## config.mk

```make
export PLATFORM = sky130hd
export DESIGN_NAME = exu_issue
export DESIGN_NICKNAME = d
export VERILOG_FILES = /design/src/rtl/exu_issue.sv
export SDC_FILE = /design/constraint.sdc
export NUM_CORES = 1
export LEC_CHECK = 0
export CORE_AREA = 2 2 485 487
export CTS_CLUSTER_SIZE = 12
export DETAILED_ROUTE_END_ITERATION = 7
export DIE_AREA = 0 0 487 489
export GPL_ROUTABILITY_DRIVEN = 0
export HOLD_SLACK_MARGIN = 0.08
export PLACE_DENSITY = 0.36
export SYNTH_ARGS = -nofsm -noshare
export SYNTH_HDL_FRONTEND = slang
export SYNTH_SLANG_ARGS = --single-unit
export TNS_END_PERCENT = 30
```

## constraint.sdc

```tcl
create_clock -name clk -period 35.7 [get_ports clk]
set_clock_uncertainty 0.05 [all_clocks]
set_input_delay 10.71 -clock clk [delete_from_list [all_inputs] [get_ports clk]]
set_output_delay 10.71 -clock clk [all_outputs]
set_load 0.02 [all_outputs]
```

## src/rtl/exu_issue.sv

```systemverilog
// Issue-side controller for the execute unit: accepts one decoded instruction,
// pulses it into the EXU, waits for completion (with watchdog) and hands the result to writeback.
`ifndef ALUOP_WIDTH
`define ALUOP_WIDTH 4
`endif
`ifndef BRSEL_WIDTH
`define BRSEL_WIDTH 3
`endif

module exu_issue #(
    parameter int TIMEOUT = 128
) (
    input  logic                    clk,
    input  logic                    rst,
    // decode side
    input  logic                    id_valid,
    output logic                    id_ready,
    input  logic [63:0]             id_A,
    input  logic [63:0]             id_B,
    input  logic [63:0]             id_rs1,
    input  logic [63:0]             id_rs2,
    input  logic [63:0]             id_pc,
    input  logic [63:0]             id_sext,
    input  logic [`ALUOP_WIDTH-1:0] id_ALUop,
    input  logic [`BRSEL_WIDTH-1:0] id_BRsel,
    input  logic [2:0]              id_rsel,
    input  logic [4:0]              id_rd,
    input  logic                    id_wen,
    input  logic                    flush,
    // execute unit side
    output logic                    exu_valid,
    output logic [63:0]             A,
    output logic [63:0]             B,
    output logic [63:0]             rs1,
    output logic [63:0]             rs2,
    output logic [63:0]             pc,
    output logic [63:0]             sext_num,
    output logic [`ALUOP_WIDTH-1:0] ALUop,
    output logic [`BRSEL_WIDTH-1:0] BRsel,
    input  logic                    exu_finish,
    input  logic [63:0]             alu_out,
    input  logic [63:0]             br_out,
    input  logic [63:0]             div_out,
    input  logic [63:0]             rem_out,
    input  logic [63:0]             mul_out,
    input  logic                    redirect_valid_out,
    // writeback side
    output logic                    wb_valid,
    input  logic                    wb_ready,
    output logic [63:0]             wb_data,
    output logic [4:0]              wb_rd,
    output logic                    wb_wen,
    output logic                    wb_redirect,
    output logic [63:0]             wb_target,
    output logic                    timeout_err
);

    localparam int CW = $clog2(TIMEOUT);

    typedef enum logic [1:0] {
        S_IDLE,
        S_ISSUE,
        S_WAIT,
        S_RESP
    } state_t;

    typedef struct packed {
        logic [63:0]             a;
        logic [63:0]             b;
        logic [63:0]             rs1;
        logic [63:0]             rs2;
        logic [63:0]             pc;
        logic [63:0]             sext;
        logic [`ALUOP_WIDTH-1:0] aluop;
        logic [`BRSEL_WIDTH-1:0] brsel;
        logic [2:0]              rsel;
        logic [4:0]              rd;
        logic                    wen;
    } op_t;

    typedef struct packed {
        logic [63:0] data;
        logic [63:0] target;
        logic [4:0]  rd;
        logic        wen;
        logic        redirect;
    } wb_t;

    state_t        state_q, state_d;
    logic [CW-1:0] cnt_q, cnt_d;
    logic          kill_q, kill_d;
    op_t           op_q, op_d;
    wb_t           wb_q, wb_d;
    logic          wb_valid_q, wb_valid_d;
    logic          timeout_err_q, timeout_err_d;
    logic [63:0]   res;

    // rsel codes 5..7 fall back to the ALU result
    always_comb begin
        case (op_q.rsel)
            3'd1:    res = br_out;
            3'd2:    res = div_out;
            3'd3:    res = rem_out;
            3'd4:    res = mul_out;
            default: res = alu_out;
        endcase
    end

    always_comb begin
        state_d       = state_q;
        cnt_d         = cnt_q;
        kill_d        = kill_q;
        op_d          = op_q;
        wb_d          = wb_q;
        wb_valid_d    = wb_valid_q;
        timeout_err_d = timeout_err_q;
        case (state_q)
            S_IDLE: begin
                if (id_valid && !flush) begin
                    op_d.a     = id_A;
                    op_d.b     = id_B;
                    op_d.rs1   = id_rs1;
                    op_d.rs2   = id_rs2;
                    op_d.pc    = id_pc;
                    op_d.sext  = id_sext;
                    op_d.aluop = id_ALUop;
                    op_d.brsel = id_BRsel;
                    op_d.rsel  = id_rsel;
                    op_d.rd    = id_rd;
                    op_d.wen   = id_wen;
                    state_d    = S_ISSUE;
                end
            end
            S_ISSUE: begin
                cnt_d   = '0;
                kill_d  = 1'b0;
                state_d = S_WAIT;
            end
            S_WAIT: begin
                cnt_d = cnt_q + 1'b1;
                // a flushed div/mul still has to drain before the unit is reusable
                if (flush) kill_d = 1'b1;
                if (exu_finish) begin
                    if (kill_q || flush) begin
                        state_d = S_IDLE;
                    end else begin
                        wb_d.data     = res;
                        wb_d.target   = br_out;
                        wb_d.rd       = op_q.rd;
                        wb_d.wen      = op_q.wen;
                        wb_d.redirect = redirect_valid_out;
                        wb_valid_d    = 1'b1;
                        state_d       = S_RESP;
                    end
                end else if (cnt_q == CW'(TIMEOUT - 1)) begin
                    timeout_err_d = 1'b1;
                    state_d       = S_IDLE;
                end
            end
            S_RESP: begin
                if (wb_ready || flush) begin
                    wb_valid_d = 1'b0;
                    state_d    = S_IDLE;
                end
            end
            default: state_d = S_IDLE;
        endcase
    end

    always_ff @(posedge clk or posedge rst) begin
        if (rst) begin
            state_q       <= S_IDLE;
            cnt_q         <= '0;
            kill_q        <= 1'b0;
            op_q          <= '0;
            wb_q          <= '0;
            wb_valid_q    <= 1'b0;
            timeout_err_q <= 1'b0;
        end else begin
            state_q       <= state_d;
            cnt_q         <= cnt_d;
            kill_q        <= kill_d;
            op_q          <= op_d;
            wb_q          <= wb_d;
            wb_valid_q    <= wb_valid_d;
            timeout_err_q <= timeout_err_d;
        end
    end

    assign id_ready    = (state_q == S_IDLE);
    assign exu_valid   = (state_q == S_ISSUE);
    assign A           = op_q.a;
    assign B           = op_q.b;
    assign rs1         = op_q.rs1;
    assign rs2         = op_q.rs2;
    assign pc          = op_q.pc;
    assign sext_num    = op_q.sext;
    assign ALUop       = op_q.aluop;
    assign BRsel       = op_q.brsel;
    assign wb_valid    = wb_valid_q;
    assign wb_data     = wb_q.data;
    assign wb_rd       = wb_q.rd;
    assign wb_wen      = wb_q.wen;
    assign wb_redirect = wb_q.redirect;
    assign wb_target   = wb_q.target;
    assign timeout_err = timeout_err_q;

endmodule

```

Word level (Yosys, flattened, before mapping):

Cells that the tools add are included.

* flip-flop bits (word level): 547
* bits in latches: 0
* RAM bits: 0
* memory bits (read-only): 0
* bits of input ports: 727
* output and inout port bits: 530
* memories: 0

* add/subtract/negate cells: 1
* multiply operators: 0
* div/mod/pow operators: 0
* order comparisons: 0
* equal/unequal tests: 14
* shift operators: 0
* muxes and demuxes: 14
* bitwise gates (word level): 2
* reductions and logical operators: 13

Operators with widths (number)
* $pmux 64 s4: 1
* $pmux 7 s2: 1
* $mux 2: 5
* $reduce_and 3->1: 3
* $ne 2x2->1 const B: 4
* $pmux 2 s4: 1
* $add 7x1->7 const B: 1
* $eq 7x7->1 const B: 1
* $eq 3x2->1 const B: 2
* $eq 2x2->1 const B: 2
* $mux 1: 4
* $pmux 1 s2: 2
* $reduce_and 2->1: 2
* $reduce_and 4->1: 1
* $reduce_bool 2->1: 2
* $eq 3x1->1 const B: 1
* $eq 3x3->1 const B: 1
* $ne 3x3->1 const B: 1
* $eq 2x1->1 const B: 1
* $logic_not 2->1: 1
* $logic_or 1x1->1: 2
* $ne 2x1->1 const B: 1
* $not 1->1: 2
* $logic_and 1x1->1: 1
* $logic_not 1->1: 1

Depth between registers and ports, before layout:

* word-level depth: 4
* mapped depth: 8
* gate-level depth less buffers: 6

Worst setup path before layout:

OpenSTA, ideal clock, no wires.

* path kind: input to register
* from: input flush
* to: register op_q (netlist bit ALUop[0])
* library setup time: 0.125 ns
* arrival: 11.763 ns
* required time: 35.525 ns
* slack: 23.762 ns
* cell stages on the path: 6
* path through: nand2b_1 or2_1 buf_2 buf_6 buf_6 mux2_4

* longest elaborated chain between the ends: 3

RTL lines
* from (decl): line 29 `input logic flush,`
* $logic_not 1->1: line 119 `if (id_valid && !flush) begin`
* $logic_and 1x1->1: line 119
* $reduce_and 2->1 (no line)
* to (signal assigned): line 183 `op_q <= op_d;`
* to (decl): line 92 `op_t op_q, op_d;`

No other way between the ends.
A chain may end at the register's enable or synchronous reset.

Worst setup path after layout:

* from: input flush
* to: register op_q (netlist bit rs2[38])

The elaborated chain is that of the path after synthesis.

==> implementation parameters <==
Parameter                              Value

Placed design
  Port Buffer Count ... 1256
  Placed cell areas ... 0.0402 mm^2
  Post-Place Setup Slack ... 20.72 ns
  Post-detailed-placement half-perimeter wirelength ... 122 mm

Synth
  Number of enable flip-flop cells after synthesis ... 0
  Cells after synthesis ... 2199
  Async SR Flop Fraction ... 100%
  Most used DFF post-synth ... sky130_fd_sc_hd__dfrtp_1
  Per-instance average area after synthesis ... 12.5 um^2
  Synthesized Nets ... 2931
  Sequential-to-total area share from yosys stat ... 49.9%
  Post-synth cell types ... 37
  YS warnings ... 0
  #FFs+latches synth ... 547
  Mapped cell area ... 0.0274 mm^2

Layout
  Fin nets ... 3772
  Area of all placed cells without fillers ... 0.0429 mm^2
  Count of fill cells added during filler insertion ... 25600
  Synthesis-to-finish area growth ... 56.4%
  Fraction of layout cells with a size suffix above 1 ... 18.1%
  Multi-input gate area ... 0.00982 mm^2
  Flip-flop and latch area ... 0.0137 mm^2

Global route
  First-pass GRT wire length ... 201 mm
  Met2 Usage GRT ... 22.3%
  Vias in the first global route ... 21500
  Routing usage on met1 ... 13.2%
  Global routing usage on met3 ... 5.25%
  Maximum number of pins on one net before global-route repair ... 121
  Gr usage total ... 12.4%
  Remaining Overflow, GRT ... 0
  Gr busiest metal ... met2
  Antenna violations before repair ... 61

Route
  Remaining antenna violation count ... 0
  Iteration count of the initial detailed-routing pass ... 5
  Vias per Instance ... 3.25
  DRC viols ... 0
  Routed wire length per instance ... 24.9 um
  Number of DRC markers after the initial detailed-route iteration ... 929
  Drt total wl ... 154 mm
  Via count ... 20000

CTS
  Clock tree root driver cell ... sky130_fd_sc_hd__clkbuf_16
  Max H-tree Level ... 3
  Post-CTS resize count ... 0
  Buffers inserted by post-CTS timing repair ... 0
  Clock insertion delay at the later pin of the skew report ... 0.71 ns
  Buffers from clock root to sink, at most ... 3
  Count of clock tree sinks ... 547
  Register clock-pin slew on the reported worst setup and hold paths ... 0.06 ns
  Clock tree from TritonCTS ... built
  Number of hold buffers added after cts ... 0
  Number of buffers inserted during clock tree synthesis ... 78

Critical path
  Most repeated library cell on the critical path ... sky130_fd_sc_hd__buf_4
  Standard cell with the maximum stage delay on the critical path ... sky130_fd_sc_hd__buf_4
  Crit path capture type ... flop
  Critical path, cell by cell ... clkdlybuf4s50_1 -> nand2b_1 -> or2_4 -> buf_4 -> buf_4 -> mux2_4
  Kind of start point of the critical path ... primary input
  Required time of the critical path ... 36.23 ns
  Largest fanout on the critical path ... 50
  Crit path DAT ... 14.56 ns
  Largest stage delay on the critical path ... 0.88 ns
  Crit Path Class ... primary input to flop

Worst hold path
  Hold crit path type ... flop to flop

Power and ir drop
  Total leakage power ... 18.3 nW
  Total power per unit cell area ... 94.8 mW/mm^2
  Tot Pwr ... 0.00407 W
  Largest voltage drop on the vdd net ... 0.0467 mV

Floorplanning
  Initial cell density of the core ... 11.7%
  Core Region ... 0.234 mm^2
  Die ar. ... 0.238 mm^2
  Number of standard-cell rows in the floorplan ... 178
  I/O Pins ... 1257
  Die boundary width ... 487 um
  Vert. Die Dim ... 489 um

Run status
  Outcome ... complete, no violations

STA
  Highest clock rate ... 0.0712 GHz
  Max transition margin ... 24.8%
  Setup total negative slack ... 0 ns
  Post-route worst setup slack ... 21.66 ns
  Share of the clock period used by the worst path ... 39.3%
  Slew at the pin with the worst max-slew slack ... 1.13 ns
  Final setup violating endpoints ... 0
  Number of max-slew violations in the final report ... 0
  Number of failing hold endpoints at the final stage ... 0
  Unrepaired setup endpoints after global routing ... false
  Min Tclk post-route ... 14.04 ns
  Fin Hold WS ... 0.416 ns

Job
  Max-cap check violation count ... 0
==> cells in the mapped netlist, types with 6 or more instances <==
cell	number	share of area, %
sky130_fd_sc_hd__a21oi_1	69	1.3
sky130_fd_sc_hd__a22oi_1	64	1.8
sky130_fd_sc_hd__buf_2	45	0.82
sky130_fd_sc_hd__buf_4	398	11
sky130_fd_sc_hd__buf_6	56	2.3
sky130_fd_sc_hd__clkbuf_1	20	0.27
sky130_fd_sc_hd__dfrtp_1	547	50
sky130_fd_sc_hd__inv_1	12	0.16
sky130_fd_sc_hd__mux2_4	400	22
sky130_fd_sc_hd__nand2_1	281	3.8
sky130_fd_sc_hd__nor2_1	66	0.90
sky130_fd_sc_hd__nor2b_1	6	0.14
sky130_fd_sc_hd__o21ai_0	69	1.3
sky130_fd_sc_hd__o21ai_1	64	1.2
sky130_fd_sc_hd__o32a_1	63	2.3
==> path summary, 6_finish.rpt <==
| path | from | slack [ns] | to | cells past startpoint |
|---|---|---|---|---|
| min in group asynchronous | rst | 10.43 | A[49] | 2 |
| worst min register to register | op_q[1] | 0.42 | wb_rd[0] | 2 |
| worst max-delay path | flush | 21.66 | rs2[38] | 6 |
| worst max register to register | state_q[0] | 31.61 | rs2[38] | 7 |
| max in group asynchronous | rst | 21.72 | rs2[21] | 6 |
| worst min-delay path | op_q[1] | 0.42 | wb_rd[0] | 2 |
==> cell type report <==
| cell class | count | share of cell area [%] |
|---|---|---|
| sequential | 547 | 31.9 |
| timing repair buffer | 1282 | 29.8 |
| multi-input combinational | 1119 | 22.9 |
| tap | 3060 | 8.92 |
| clock buffer | 112 | 5.15 |
| clock inverter | 29 | 1.09 |
| inverter | 12 | 0.122 |
| antenna | 13 | 0.0758 |
==> routing by layer <==
layer	share of wire, %	wire [um]
met1	37	56800
met2	51	78400
met3	9.6	14700
met4	2.5	3880
met5	0.14	212
==> logic make-up (layout without fill, tap and decap cells) <==
group | after synthesis | count (layout) | share of synthesized area, %
buffers and inverters | 533 | 1435 | 14.5
AND/OR/NAND/NOR | 370 | 370 | 5.30
AO/OA/AOI/OAI | 340 | 340 | 8.04
multiplexers | 403 | 403 | 22.0
other | 0 | 13 | 0
adder cells (fa/ha/maj) | 5 | 5 | 0.228
flip-flops | 547 | 547 | 49.9
XOR/XNOR | 1 | 1 | 0.0593
==> sequential cells by signal, indices dropped and copies added (netlist names), 2 cells and up <==
register / count
A: 64
B: 64
pc: 64
rs1: 64
rs2: 64
sext_num: 64
wb_data: 64
wb_target: 64
op_q: 9
cnt_q: 7
wb_rd: 5
ALUop: 4
BRsel: 3
state_q: 2
==> cells in the final DEF (no fill, tap or decap), types with 2 or more instances in the layout <==
cell type                         instances
sky130_fd_sc_hd__clkdlybuf4s50_1       1256
sky130_fd_sc_hd__dfrtp_1                545
sky130_fd_sc_hd__mux2_4                 400
sky130_fd_sc_hd__nand2_1                281
sky130_fd_sc_hd__clkbuf_16               78
sky130_fd_sc_hd__a21oi_1                 69
sky130_fd_sc_hd__o21ai_0                 69
sky130_fd_sc_hd__nor2_1                  66
sky130_fd_sc_hd__a22oi_1                 64
sky130_fd_sc_hd__o21ai_1                 64
sky130_fd_sc_hd__o32a_1                  63
sky130_fd_sc_hd__buf_4                   24
sky130_fd_sc_hd__clkbuf_1                21
sky130_fd_sc_hd__diode_2                 13
sky130_fd_sc_hd__clkbuf_8                13
sky130_fd_sc_hd__inv_1                   11
sky130_fd_sc_hd__bufinv_16                8
sky130_fd_sc_hd__clkinv_2                 7
sky130_fd_sc_hd__clkinvlp_4               6
sky130_fd_sc_hd__nand3_1                  5
sky130_fd_sc_hd__ha_1                     5
sky130_fd_sc_hd__o22ai_1                  4
sky130_fd_sc_hd__nor2b_1                  3
sky130_fd_sc_hd__mux2i_1                  3
sky130_fd_sc_hd__nor2b_4                  3
sky130_fd_sc_hd__inv_16                   3
sky130_fd_sc_hd__nand2b_1                 2
sky130_fd_sc_hd__or2_4                    2
sky130_fd_sc_hd__or3b_4                   2
sky130_fd_sc_hd__nor3b_1                  2
sky130_fd_sc_hd__clkinv_16                2
sky130_fd_sc_hd__inv_6                    2
sky130_fd_sc_hd__dfrtp_4                  2
sky130_fd_sc_hd__buf_12                   2
==> worst max-delay path, delay by kind of cell <==
kind | cells | cell delay [ns]
buf+inv | 3 | 2.33
mux | 1 | 0.35
simple gates | 2 | 1.04
==> where the power goes <==
part	total [W]	internal [W]	leakage, nW	switching, W
combinational	0.00208	0.00103	10.3	0.00105
sequential	0.00116	0.000926	6.62	0.000235
clock	0.000828	0.000493	1.29	0.000335
total	0.00407	0.00245	18.3	0.00162
==> stage by stage <==
step	cells	util, %
6_report	6174	18.4
5_1_grt	6165	18.4
4_1_cts	6161	18.3
3_5_place_dp	6020	17.2
3_3_place_gp	6020	17.2
2_1_floorplan	2199	-
(Power assumes the default switching activity.)
